### src/rtl/info_browser_pkg.sv
// Shared region encoding and per-region address limits for the inspection browser.
package info_browser_pkg;

    typedef enum logic [1:0] {
        REGION_INSTRUCTION = 2'd0,
        REGION_REGISTERS   = 2'd1,
        REGION_MEMORY      = 2'd2
    } region_t;

    localparam logic [9:0] LIMIT_INSTRUCTION = 10'd255;
    localparam logic [9:0] LIMIT_REGISTERS   = 10'd31;
    localparam logic [9:0] LIMIT_MEMORY      = 10'd1023;

    function automatic logic [9:0] region_limit(input region_t r);
        case (r)
            REGION_INSTRUCTION: region_limit = LIMIT_INSTRUCTION;
            REGION_REGISTERS:   region_limit = LIMIT_REGISTERS;
            REGION_MEMORY:      region_limit = LIMIT_MEMORY;
            default:            region_limit = LIMIT_INSTRUCTION;
        endcase
    endfunction

    // Region 3 is never reachable; anything unexpected falls back to instructions.
    function automatic region_t next_region(input region_t r);
        case (r)
            REGION_INSTRUCTION: next_region = REGION_REGISTERS;
            REGION_REGISTERS:   next_region = REGION_MEMORY;
            default:            next_region = REGION_INSTRUCTION;
        endcase
    endfunction

endpackage

### src/rtl/key_debouncer.sv
// Two-flop synchroniser plus level debouncer for one active-low push-button.
module key_debouncer #(
    parameter int DEBOUNCE_CYCLES = 500000
) (
    input  logic clock,
    input  logic resetN,
    input  logic rawN,
    output logic pressed,
    output logic pressPulse
);

    localparam int CW = (DEBOUNCE_CYCLES > 1) ? $clog2(DEBOUNCE_CYCLES) : 1;

    logic          sync_p0;
    logic          sync_p1;
    logic [CW-1:0] count;

    always_ff @(posedge clock or negedge resetN) begin
        if (!resetN) begin
            sync_p0    <= 1'b1;
            sync_p1    <= 1'b1;
            pressed    <= 1'b0;
            pressPulse <= 1'b0;
            count      <= '0;
        end else begin
            sync_p0    <= rawN;
            sync_p1    <= sync_p0;
            pressPulse <= 1'b0;
            // A disagreeing run of DEBOUNCE_CYCLES cycles flips the stable level.
            if (!sync_p1 == pressed) begin
                count <= '0;
            end else if (count == CW'(DEBOUNCE_CYCLES - 1)) begin
                pressed    <= ~pressed;
                pressPulse <= ~pressed;
                count      <= '0;
            end else begin
                count <= count + 1'b1;
            end
        end
    end

endmodule

### src/rtl/info_browser.sv
// Turns debounced buttons into region select and in-region address with auto-repeat.
module info_browser
    import info_browser_pkg::*;
#(
    parameter int DEBOUNCE_CYCLES = 500000,
    parameter int REPEAT_DELAY    = 25000000,
    parameter int REPEAT_PERIOD   = 5000000
) (
    input  logic       clock,
    input  logic       resetN,
    input  logic       keyUp,
    input  logic       keyDown,
    input  logic       keyMode,
    input  logic       keyLoad,
    input  logic [9:0] jumpAddress,
    output logic [1:0] select,
    output logic [9:0] derreference,
    output logic       updated
);

    localparam int RW = $clog2(REPEAT_DELAY + 1);

    logic up_pressed, up_pulse;
    logic dn_pressed, dn_pulse;
    logic mode_pressed, mode_pulse;
    logic load_pressed, load_pulse;
    logic unused_levels;

    key_debouncer #(.DEBOUNCE_CYCLES(DEBOUNCE_CYCLES)) u_up (
        .clock(clock), .resetN(resetN), .rawN(keyUp),
        .pressed(up_pressed), .pressPulse(up_pulse)
    );
    key_debouncer #(.DEBOUNCE_CYCLES(DEBOUNCE_CYCLES)) u_down (
        .clock(clock), .resetN(resetN), .rawN(keyDown),
        .pressed(dn_pressed), .pressPulse(dn_pulse)
    );
    key_debouncer #(.DEBOUNCE_CYCLES(DEBOUNCE_CYCLES)) u_mode (
        .clock(clock), .resetN(resetN), .rawN(keyMode),
        .pressed(mode_pressed), .pressPulse(mode_pulse)
    );
    key_debouncer #(.DEBOUNCE_CYCLES(DEBOUNCE_CYCLES)) u_load (
        .clock(clock), .resetN(resetN), .rawN(keyLoad),
        .pressed(load_pressed), .pressPulse(load_pulse)
    );

    assign unused_levels = mode_pressed ^ load_pressed;

    logic [RW-1:0] up_held, dn_held;
    logic          up_rep, dn_rep;

    // Held count is 0 in the press-pulse cycle; after the first repeat it rewinds
    // by one period so the same compare fires every REPEAT_PERIOD cycles.
    assign up_rep = up_pressed && !up_pulse && (up_held == RW'(REPEAT_DELAY));
    assign dn_rep = dn_pressed && !dn_pulse && (dn_held == RW'(REPEAT_DELAY));

    always_ff @(posedge clock or negedge resetN) begin
        if (!resetN) begin
            up_held <= '0;
        end else if (up_pulse) begin
            up_held <= RW'(1);
        end else if (!up_pressed) begin
            up_held <= '0;
        end else if (up_rep) begin
            up_held <= RW'(REPEAT_DELAY - REPEAT_PERIOD + 1);
        end else begin
            up_held <= up_held + 1'b1;
        end
    end

    always_ff @(posedge clock or negedge resetN) begin
        if (!resetN) begin
            dn_held <= '0;
        end else if (dn_pulse) begin
            dn_held <= RW'(1);
        end else if (!dn_pressed) begin
            dn_held <= '0;
        end else if (dn_rep) begin
            dn_held <= RW'(REPEAT_DELAY - REPEAT_PERIOD + 1);
        end else begin
            dn_held <= dn_held + 1'b1;
        end
    end

    region_t    region;
    logic [9:0] limit;
    logic       up_step, dn_step;

    assign limit   = region_limit(region);
    assign up_step = up_pulse | up_rep;
    assign dn_step = dn_pulse | dn_rep;
    assign select  = region;

    // Mode beats load beats stepping; opposing steps in one cycle cancel out.
    always_ff @(posedge clock or negedge resetN) begin
        if (!resetN) begin
            region       <= REGION_INSTRUCTION;
            derreference <= '0;
            updated      <= 1'b0;
        end else begin
            updated <= 1'b0;
            if (mode_pulse) begin
                region       <= next_region(region);
                derreference <= '0;
                updated      <= 1'b1;
            end else if (load_pulse) begin
                derreference <= jumpAddress & limit;
                updated      <= 1'b1;
            end else if (up_step && !dn_step) begin
                derreference <= (derreference == limit) ? 10'd0 : derreference + 10'd1;
                updated      <= 1'b1;
            end else if (dn_step && !up_step) begin
                derreference <= (derreference == 10'd0) ? limit : derreference - 10'd1;
                updated      <= 1'b1;
            end
        end
    end

endmodule

### config.mk
export PLATFORM = sky130hd
export DESIGN_NAME = info_browser
export DESIGN_NICKNAME = d
export VERILOG_FILES = /design/src/rtl/info_browser_pkg.sv /design/src/rtl/key_debouncer.sv /design/src/rtl/info_browser.sv
export SDC_FILE = /design/constraint.sdc
export NUM_CORES = 1
export LEC_CHECK = 0
export BUFFER_PORTS_ARGS = -buffer_cell sky130_fd_sc_hd__buf_2
export CORE_MARGIN = 3
export CORE_UTILIZATION = 50
export CTS_BUF_LIST = sky130_fd_sc_hd__clkbuf_8
export CTS_CLUSTER_SIZE = 10
export DETAILED_ROUTE_END_ITERATION = 8
export PLACE_DENSITY = 0.7
export SETUP_SLACK_MARGIN = 0.4
export SLEW_MARGIN = 40
export SYNTH_ARGS = -nofsm -noshare
export SYNTH_HDL_FRONTEND = slang
export SYNTH_SLANG_ARGS = --single-unit
### constraint.sdc
create_clock -name clock -period 4.2 [get_ports clock]
set_clock_uncertainty 0.05 [all_clocks]
set_input_delay 0.84 -clock clock [delete_from_list [all_inputs] [get_ports clock]]
set_output_delay 0.84 -clock clock [all_outputs]
set_load 0.005 [all_outputs]
* Yosys cells after proc, flatten, opt, wreduce, memory -nomap -nowiden
Index checks and enable logic that the tools add are counted.
** Operators by class
- Add/subtract/negate cells :: 8
- Equal/unequal tests :: 13
- Mux-type cells :: 34
- Bitwise logic cells :: 11
- Reduce and logical (&&, ||, !) cells :: 21
** Operator list (count)
- 19-bit 2-to-1 mux :: 8
- 25-bit 2-to-1 mux :: 6
- 19-bit by 1-bit adder with 19-bit output (second input constant) :: 4
- 19-bit == test (second input constant) :: 4
- 10-bit 2-to-1 mux :: 6
- 25-bit by 1-bit adder with 25-bit output (second input constant) :: 2
- 25-bit == test (second input constant) :: 2
- 10-bit case mux with 2 select lines :: 1
- 1-bit 2-to-1 mux :: 12
- 10-bit by 1-bit adder with 10-bit output (second input constant) :: 1
- 10-bit bitwise AND :: 1
- 10-bit == test :: 1
- 10-bit zero test :: 1
- 10-bit by 1-bit subtractor with 10-bit output (second input constant) :: 1
- 1-bit zero test :: 8
- 1-bit inverter :: 8
- 2-bit AND reduction :: 4
- 1-bit logical AND :: 6
- 1-bit == test :: 4
- 2-bit case mux with 2 select lines :: 1
- 4-bit nonzero test :: 1
- 2-bit by 1-bit == test with 1-bit output (second input constant) :: 1
- 2-bit == test (second input constant) :: 1
- 2-bit zero test :: 1
- 1-bit OR :: 2
** Storage, ports and cells
- Bits in registers :: 155
- Output and inout port bits :: 13

* Longest topological paths before layout
Gate-level depths: netlist of run 1.
- Depth in word-level cells :: 10
- Mapped depth :: 12

* Cells and area by module
From an unflattened synthesis of run 1, not the netlist that was laid out.
** Unflattened totals
- Cell total of the unflattened synthesis :: 860
- Area, all modules :: 8181.6 sq um
** Modules (own cells, without submodules)
- key_debouncer :: instances 4, cells each 111, area each 1113.6 sq um
- info_browser :: instances 1, cells each 416, area each 3727.3 sq um

* Least setup slack after synthesis of run 1
No wires, ideal clock.
- Path type :: flip-flop to flip-flop
- From :: register dn_held[18]
- To :: register derreference[4]
- Setup time :: 0.130 ns
- Arrival time :: 2.758 ns
- Data required time :: 4.020 ns
- Slack :: 1.261 ns
- Cell stages (with the launch flop) :: 12
- Cell sequence :: dfrtp_1 -> nand3_2 -> or3_4 -> or4_4 -> inv_1 -> a21oi_1 -> ha_1 -> or4b_2 -> a21oi_1 -> xor2_1 -> mux2i_1 -> nor2_1
** On the way
- Word-level cells in the longest chain between the ends :: 8
- Elaborated cells on any way between the ends :: 10
** RTL lines
- from (decl) :: line info_browser.sv:48 : logic [RW-1:0] up_held, dn_held;
- from (signal assigned) :: line info_browser.sv:78 : dn_held <= RW'(REPEAT_DELAY - REPEAT_PERIOD + 1);
- from (signal assigned) :: line info_browser.sv:80 : dn_held <= dn_held + 1'b1;
- 25-bit == test * :: line info_browser.sv:54 : assign dn_rep = dn_pressed && !dn_pulse && (dn_held == RW'(REPEAT_DELAY));
- 1-bit logical AND * :: line info_browser.sv:54
- 1-bit OR * :: line info_browser.sv:90 : assign dn_step = dn_pulse | dn_rep;
- 1-bit zero test :: line info_browser.sv:108 : end else if (up_step && !dn_step) begin
- 1-bit logical AND :: line info_browser.sv:108
- 10-bit 2-to-1 mux :: line info_browser.sv:108
- 10-bit 2-to-1 mux :: line info_browser.sv:105 : end else if (load_pulse) begin
- 10-bit 2-to-1 mux :: line info_browser.sv:101 : if (mode_pulse) begin
- to (signal assigned) :: line info_browser.sv:106 : derreference <= jumpAddress & limit;
- to (signal assigned) :: line info_browser.sv:109 : derreference <= (derreference == limit) ? 10'd0 : derreference + 10'd1;
- to (signal assigned) :: line info_browser.sv:112 : derreference <= (derreference == 10'd0) ? limit : derreference - 10'd1;
- to (decl) :: line info_browser.sv:17 : output logic [9:0] derreference,
Every way passes the cells marked *; elsewhere a longest branch is shown, timed or not.
A chain may end at the register's enable or synchronous reset.

* Worst setup path after layout of run 1
- From :: register dn_held[18]
- To :: register derreference[3]
The elaborated chain is that of the path after synthesis.

==> summary.md, run 1 <==
| Metric | Value |
|---|---|
| # hold bufs at CTS | 0 |
| Final setup margin | 0.8010 ns |
| Syn Nets | 881 |
| Cell taking the most area after synthesis | dfrtp_1 |
| CP bufs+invs | 1 |
| Slew @ Worst Pin | 0.7531 ns |
| Max-cap violations | 0 |
| Die Footprint | 17680 um2 |
| Largest net degree at the start of global routing | 86 |
| Number of setup buffers added after CTS | 0 |
| Top cell family by delay on the critical path | simple AND/OR/NAND/NOR gates |
| Clock Latency Late Sink | 0.45 ns |
| Vias in the first global route | 5628 |
| Register Area | 3889 um2 |
| Initial antenna violation count | 0 |
| Distinct cells, synth | 67 |
| Slowest cell on crit path | nor3b_1 |
| Drt drc | 0 |
| Critical-path cell list | nand3_2, or3_4, or4_4, inv_1, a21oi_1, ha_1, nor3b_1, a21oi_1, o22ai_1, a2111oi_0, a211oi_1 |
| Diode count | 0 |
| CP startpoint kind | flop |
| Initial core utilization | 52.06% |
| Syn Std Cell Area | 8060 um2 |
| RSZ-0062 raised after global routing | false |
| Fill cells | 1388 |
| YS warnings | 0 |
| I/O Buffers | 28 |
| Clock sinks | 155 |
| Status | completed |
| Gr usage total | 18.24% |
| Commonest cells post-synth | 154 x nor2_1, 147 x dfrtp_1, 70 x xnor2_1 |
| CTS root buf | clkbuf_8 |
| PostCTS Resize Cnt | 0 |
| WHS | 0.3108 ns |
| Power Total | 2.610 mW |
| Utilization after layout | 56.32% |
| Via count | 5895 |
| Final Max Slew Viols | 0 |
| Synth Area per Inst | 9.438 um2 |
| Crit path top cell by count | a21oi_1 |
| Gr ovfl total | 0 |
| Top post-synthesis cells by area | dfrtp_1 46%, xnor2_1 7.6%, nor2_1 7.2% |
| Worst Path Required | 4.51 ns |
| Final Cell Area | 8721 um2 |
| Pwr dens | 299.3 nW/um2 |
| HP Class | reg -> reg |
| Die Y-Extent | 133.0 um |
| Die W | 133.0 um |
| Setup crit end kind | flop |
| Placed Cells | 1066 |
| WL final | 15.13 mm |
| Gate Count Post-Synth | 854 |
| Type of the worst setup path | reg -> reg |
| Headroom to the max-slew limit | 49.68% |
| Crit Path Max Fanout | 6 |
| Htree depth | 4 |
| Routability-driven placement congestion ratio | 0.8839 |
| DRT antenna net count | 0 |
| Final Non-Filler Cells | 1098 |
| CTS tree | done |
| Clock transition at path regs | 0.09 ns |
| Crit share post-route | 80.93% |
| Min cycle time layout | 3.399 ns |
| Longest Clk Path Bufs | 2 |
| Asr flop ratio synth | 100.0% |
| Final hold viol count | 0 |
| Multi-input gate area | 3865 um2 |
| TritonRoute pass-1 iters | 5 |
| Final nets | 901 |
| Crit-path max cell delay | 0.65 ns |
| Cell Rows | 45 |
| DR vias/cell | 5.369 |
| Worst slack, placed | 0.8857 ns |
| Wire per inst | 13.78 um |
| # IOs | 29 |
| Share of layout cells above drive strength 1 | 9.583% |
| Post-synth EDFFs | 0 |
| First-pass GRT wire length | 26.84 mm |
| WP data arrival | 3.71 ns |
| Setup TNS | 0 ns |
| Core area | 15480 um2 |
| Max Freq | 294.2 MHz |
| Highest ir drop seen on vdd | 218.5 uV |
| HPWL Detailed | 10.22 mm |
| Yosys top cell area share | 45.64% |
| Most common cell in the netlist | nor2_1 |
| Starting DRT DRC Count | 469 |
| Setup Viol. Count Final | 0 |
| FF+latch count, synth | 155 |
| Area grow syn2layout | 8.196% |
| Seq/Total Area, Yosys | 48.25% |
| Num CTS Buffers | 17 |
| Dpl cell area | 8357 um2 |
| Leak Pwr | 3.518 nW |
| Top_reg_cell synth | dfrtp_1 |
## layout by cell type, fill, tap and decap left out, types with 10 or more instances in the layout
cell type / n
xnor2_1: 70
nand4_1: 25
nor3_1: 32
ha_1: 11
nor4_1: 16
or3_1: 10
and4_1: 14
nor4b_1: 10
nand3_1: 49
xor2_1: 45
clkbuf_8: 19
buf_2: 27
o21ai_0: 10
and3_1: 16
nand2_1: 51
nor2_1: 154
dfrtp_1: 147
inv_1: 45
a21oi_1: 21
## path summary, 6_finish.rpt
path / startpoint / to / slack, ns / cells after the start
worst max register to register: dn_held[18]$_DFF_PN0_ / derreference[3]$_DFFE_PN0P_ / 0.80 / 11
worst min register to register: u_load.sync_p0$_DFF_PN1_ / u_load.sync_p1$_DFF_PN1_ / 0.31 / 0
worst max-delay path: dn_held[18]$_DFF_PN0_ / derreference[3]$_DFFE_PN0P_ / 0.80 / 11
worst min-delay path: u_load.sync_p0$_DFF_PN1_ / u_load.sync_p1$_DFF_PN1_ / 0.31 / 0
min in group asynchronous: resetN / up_held[19]$_DFF_PN0_ / 0.38 / 1
max in group asynchronous: resetN / u_up.sync_p0$_DFF_PN1_ / 2.88 / 2
## flip-flops by register name, summed over array words and instances (netlist names), 2 cells and up
| name | flops |
|---|---|
| u_down.count | 19 |
| u_up.count | 19 |
| up_held | 25 |
| derreference | 10 |
| dn_held | 25 |
| u_load.count | 19 |
| select | 2 |
| u_mode.count | 19 |
## per-layer routing
layer  vias to the layer above  part of all wire [%]  wire length, um  track usage [%]
li1                       2973                     -                -                -
met1                      2823                    50             7496            25.88
met2                        84                    46             6990            28.13
met3                        15                   3.1              465            4.221
met4                         0                   1.2              177            5.254
met5                         -                     0                0                0
## power breakdown
| part | switching (mW) | leakage (nW) | internal, mW |
|---|---|---|---|
| Sequential | 0.0129 | 2.11 | 1.51 |
| Combinational | 0.0525 | 1.23 | 0.0205 |
| Clock | 0.581 | 0.183 | 0.435 |
| Total | 0.647 | 3.52 | 1.96 |
## logic make-up after synthesis
kind of cell	share of synthesized area, %
AOI/OAI and AO/OA	5.744
muxes	1.288
and+or+nand+nor	26.72
xor gates and xnor gates	12.50
adders and majority gates	1.708
buffers and inverters	3.803
DFF	48.25
## area by class of cell
type,count,area share [%]
inverter,44,1.894
sequential,155,44.59
tap,211,3.027
timing repair buffer,30,2.023
clock inverter,14,1.306
clock buffer,18,2.841
multi-input combinational,626,44.32
Power figures use the tool's default switching activity.
==> run 2: changes to the inputs <==
--- a/config.mk
+++ b/config.mk
@@ -11,7 +11,7 @@
 export CTS_BUF_LIST = sky130_fd_sc_hd__clkbuf_8
 export CTS_CLUSTER_SIZE = 10
 export DETAILED_ROUTE_END_ITERATION = 8
-export PLACE_DENSITY = 0.7
+export PLACE_DENSITY = 0.72
 export SETUP_SLACK_MARGIN = 0.4
 export SLEW_MARGIN = 40
 export SYNTH_ARGS = -nofsm -noshare
==> constraint.sdc (replaced) <==
create_clock -name clock -period 2.9 [get_ports clock]
set_clock_uncertainty 0.05 [all_clocks]
set_input_delay 0.58 -clock clock [delete_from_list [all_inputs] [get_ports clock]]
set_output_delay 0.58 -clock clock [all_outputs]
set_load 0.005 [all_outputs]
==> summary.md, run 2 (synthesis gave the netlist of run 1 again) <==
| Metric | Value |
|---|---|
| Slew @ Worst Pin | 0.6783 ns |
| Flop pwr share | 55.0% |
| TritonRoute pass-1 iters | 5 |
| CP startpoint kind | flop |
| Pwr dens | 436.3 nW/um2 |
| # hold bufs at CTS | 0 |
| Setup TNS | 0 ns |
| Clock Latency Late Sink | 0.44 ns |
| Setup crit end kind | flop |
| Die Y-Extent | 133.0 um |
| Max Freq | 357.2 MHz |
| Crit share post-route | 96.53% |
| Routability-driven placement congestion ratio | 0.9083 |
| Psw | 900.2 uW |
| Area grow syn2layout | 13.89% |
| Headroom to the max-slew limit | 54.78% |
| CTS tree | done |
| Wire per inst | 14.43 um |
| I/O Buffers | 28 |
| RSZ-0062 raised after global routing | true |
| DR vias/cell | 5.489 |
| First-pass GRT wire length | 28.04 mm |
| HPWL Detailed | 10.59 mm |
| Final Max Slew Viols | 0 |
| HP Class | in -> async |
| Leak Pwr | 3.760 nW |
| Type of the worst setup path | reg -> reg |
| Via count | 6219 |
| Gr usage total | 18.92% |
| Clock sinks | 155 |
| Vias in the first global route | 6007 |
| Drt drc | 0 |
| WL final | 16.35 mm |
| Largest net degree at the start of global routing | 67 |
| Final Cell Area | 9180 um2 |
| Longest Clk Path Bufs | 2 |
| Worst Path Required | 3.24 ns |
| Crit Path Max Fanout | 2 |
| Starting DRT DRC Count | 453 |
| Gr busiest metal | met2 |
| WP data arrival | 3.14 ns |
| Utilization after layout | 59.29% |
| CTS root buf | clkbuf_8 |
| Highest ir drop seen on vdd | 364.9 uV |
| Share of layout cells above drive strength 1 | 14.86% |
| Die W | 133.0 um |
| M3 GR Usage | 3.650% |
| Initial core utilization | 52.06% |
| # IOs | 29 |
| Initial antenna violation count | 0 |
| Cell Rows | 45 |
| Switching Fraction | 22.47% |
| Core area | 15480 um2 |
| Die Footprint | 17680 um2 |
| Clock transition at path regs | 0.09 ns |
| M2 GR Usage | 30.19% |
| Htree depth | 4 |
| Setup Viol. Count Final | 0 |
| Status | completed |
| Clock share of power | 42.3% |
| Num CTS Buffers | 17 |
| Final nets | 936 |
| Final hold viol count | 0 |
| Most frequent cells in the layout | 154 x nor2_1, 145 x dfrtp_1, 70 x xnor2_1, 51 x nand2_1, 49 x nand3_1 |
| Combinational share of power | 2.7% |
| Met1 Track Usage GR | 25.61% |
| Commonest non-fill, non-tap cell in the layout | nor2_1 |
| DRT antenna net count | 0 |
| Gr ovfl total | 0 |
| Biggest regs | dn_held: 25 flops, up_held: 25 flops |
| Fill cells | 1293 |
| Max-cap violations | 0 |
| Pint | 3.105 mW |
| R2R depth | 18 |
| Min cycle time layout | 2.799 ns |
| Dpl cell area | 8503 um2 |
| Diode count | 0 |
run 2: cell types whose count changed in the layout (fill, tap and decap cells not counted), sizes merged:
cell and delta:
buf +36, bufinv +3, clkinv -3, inv -1
run 2: layout make-up:
type | instances | area [um2] | share of cell area, %
clock buffer | 19 | 261.5 | 2.849
clock inverter | 13 | 152.6 | 1.663
inverter | 44 | 167.7 | 1.826
multi-input combinational | 626 | 3984 | 43.40
sequential | 155 | 3891 | 42.39
tap | 211 | 264.0 | 2.876
timing repair buffer | 65 | 459.2 | 5.002
run 2: power groups by stage:
stage	combinational (mW)	sequential (mW)	clock [mW]
floorplan	0.0439	2.24	0
global placement	0.112	2.24	0
detailed placement	0.113	2.24	0
CTS	0.114	2.20	1.74
global route	0.129	2.21	1.83
finish	0.109	2.20	1.69
run 2: critical path, cell delays in order, from the launching register on:
cell and delay, ns:
dfrtp_1 0.38, nand3_2 0.09, or3_4 0.33, or4_4 0.57, inv_4 0.08, buf_4 0.11
buf_6 0.08, buf_6 0.09, buf_6 0.08, buf_4 0.09, buf_6 0.08, buf_6 0.08
buf_6 0.08, buf_4 0.09, buf_4 0.09, buf_4 0.09, buf_4 0.09, buf_4 0.09
o31a_1 0.10
run 2: metrics by stage:
step	setup WS [ns]	instances	hold slack [ns]	total power, mW
3_5_place_dp	0.01749	1079	0.2975	2.358
3_3_place_gp	0.07246	1079	0.2963	2.357
4_1_cts	0.1442	1130	0.06789	4.056
5_1_grt	-0.001044	1133	0.08206	4.162
2_1_floorplan	0.1899	854	0.2344	2.285
6_report	0.1006	1133	0.06173	4.006
run 2: worst paths after layout:
kind / from / to / slack [ns]
setup / recovery: dn_held[20]$_DFF_PN0_ / dn_held[10]$_DFF_PN0_ / 0.10
min in group clock: keyLoad / u_load.sync_p0$_DFF_PN1_ / 0.18
max in group asynchronous: resetN / u_mode.sync_p1$_DFF_PN1_ / 1.96
setup reg to reg: dn_held[20]$_DFF_PN0_ / dn_held[10]$_DFF_PN0_ / 0.10
hold / removal: resetN / up_held[12]$_DFF_PN0_ / 0.06
hold reg to reg: u_down.sync_p0$_DFF_PN1_ / u_down.sync_p1$_DFF_PN1_ / 0.31
run 2: what timing repair did:
action	CTS	global route
setup buffers	19	3
endpoints found under the setup margin	11	12
pin swaps	6	3
gates resized for setup	10	13
run 2: routing by layer:
layer  up-vias  routed length [um]
met3        29                 667
met1      3005                7606
met5         -                   0
met2       149                7770
li1       3036                   -
met4         0                 301
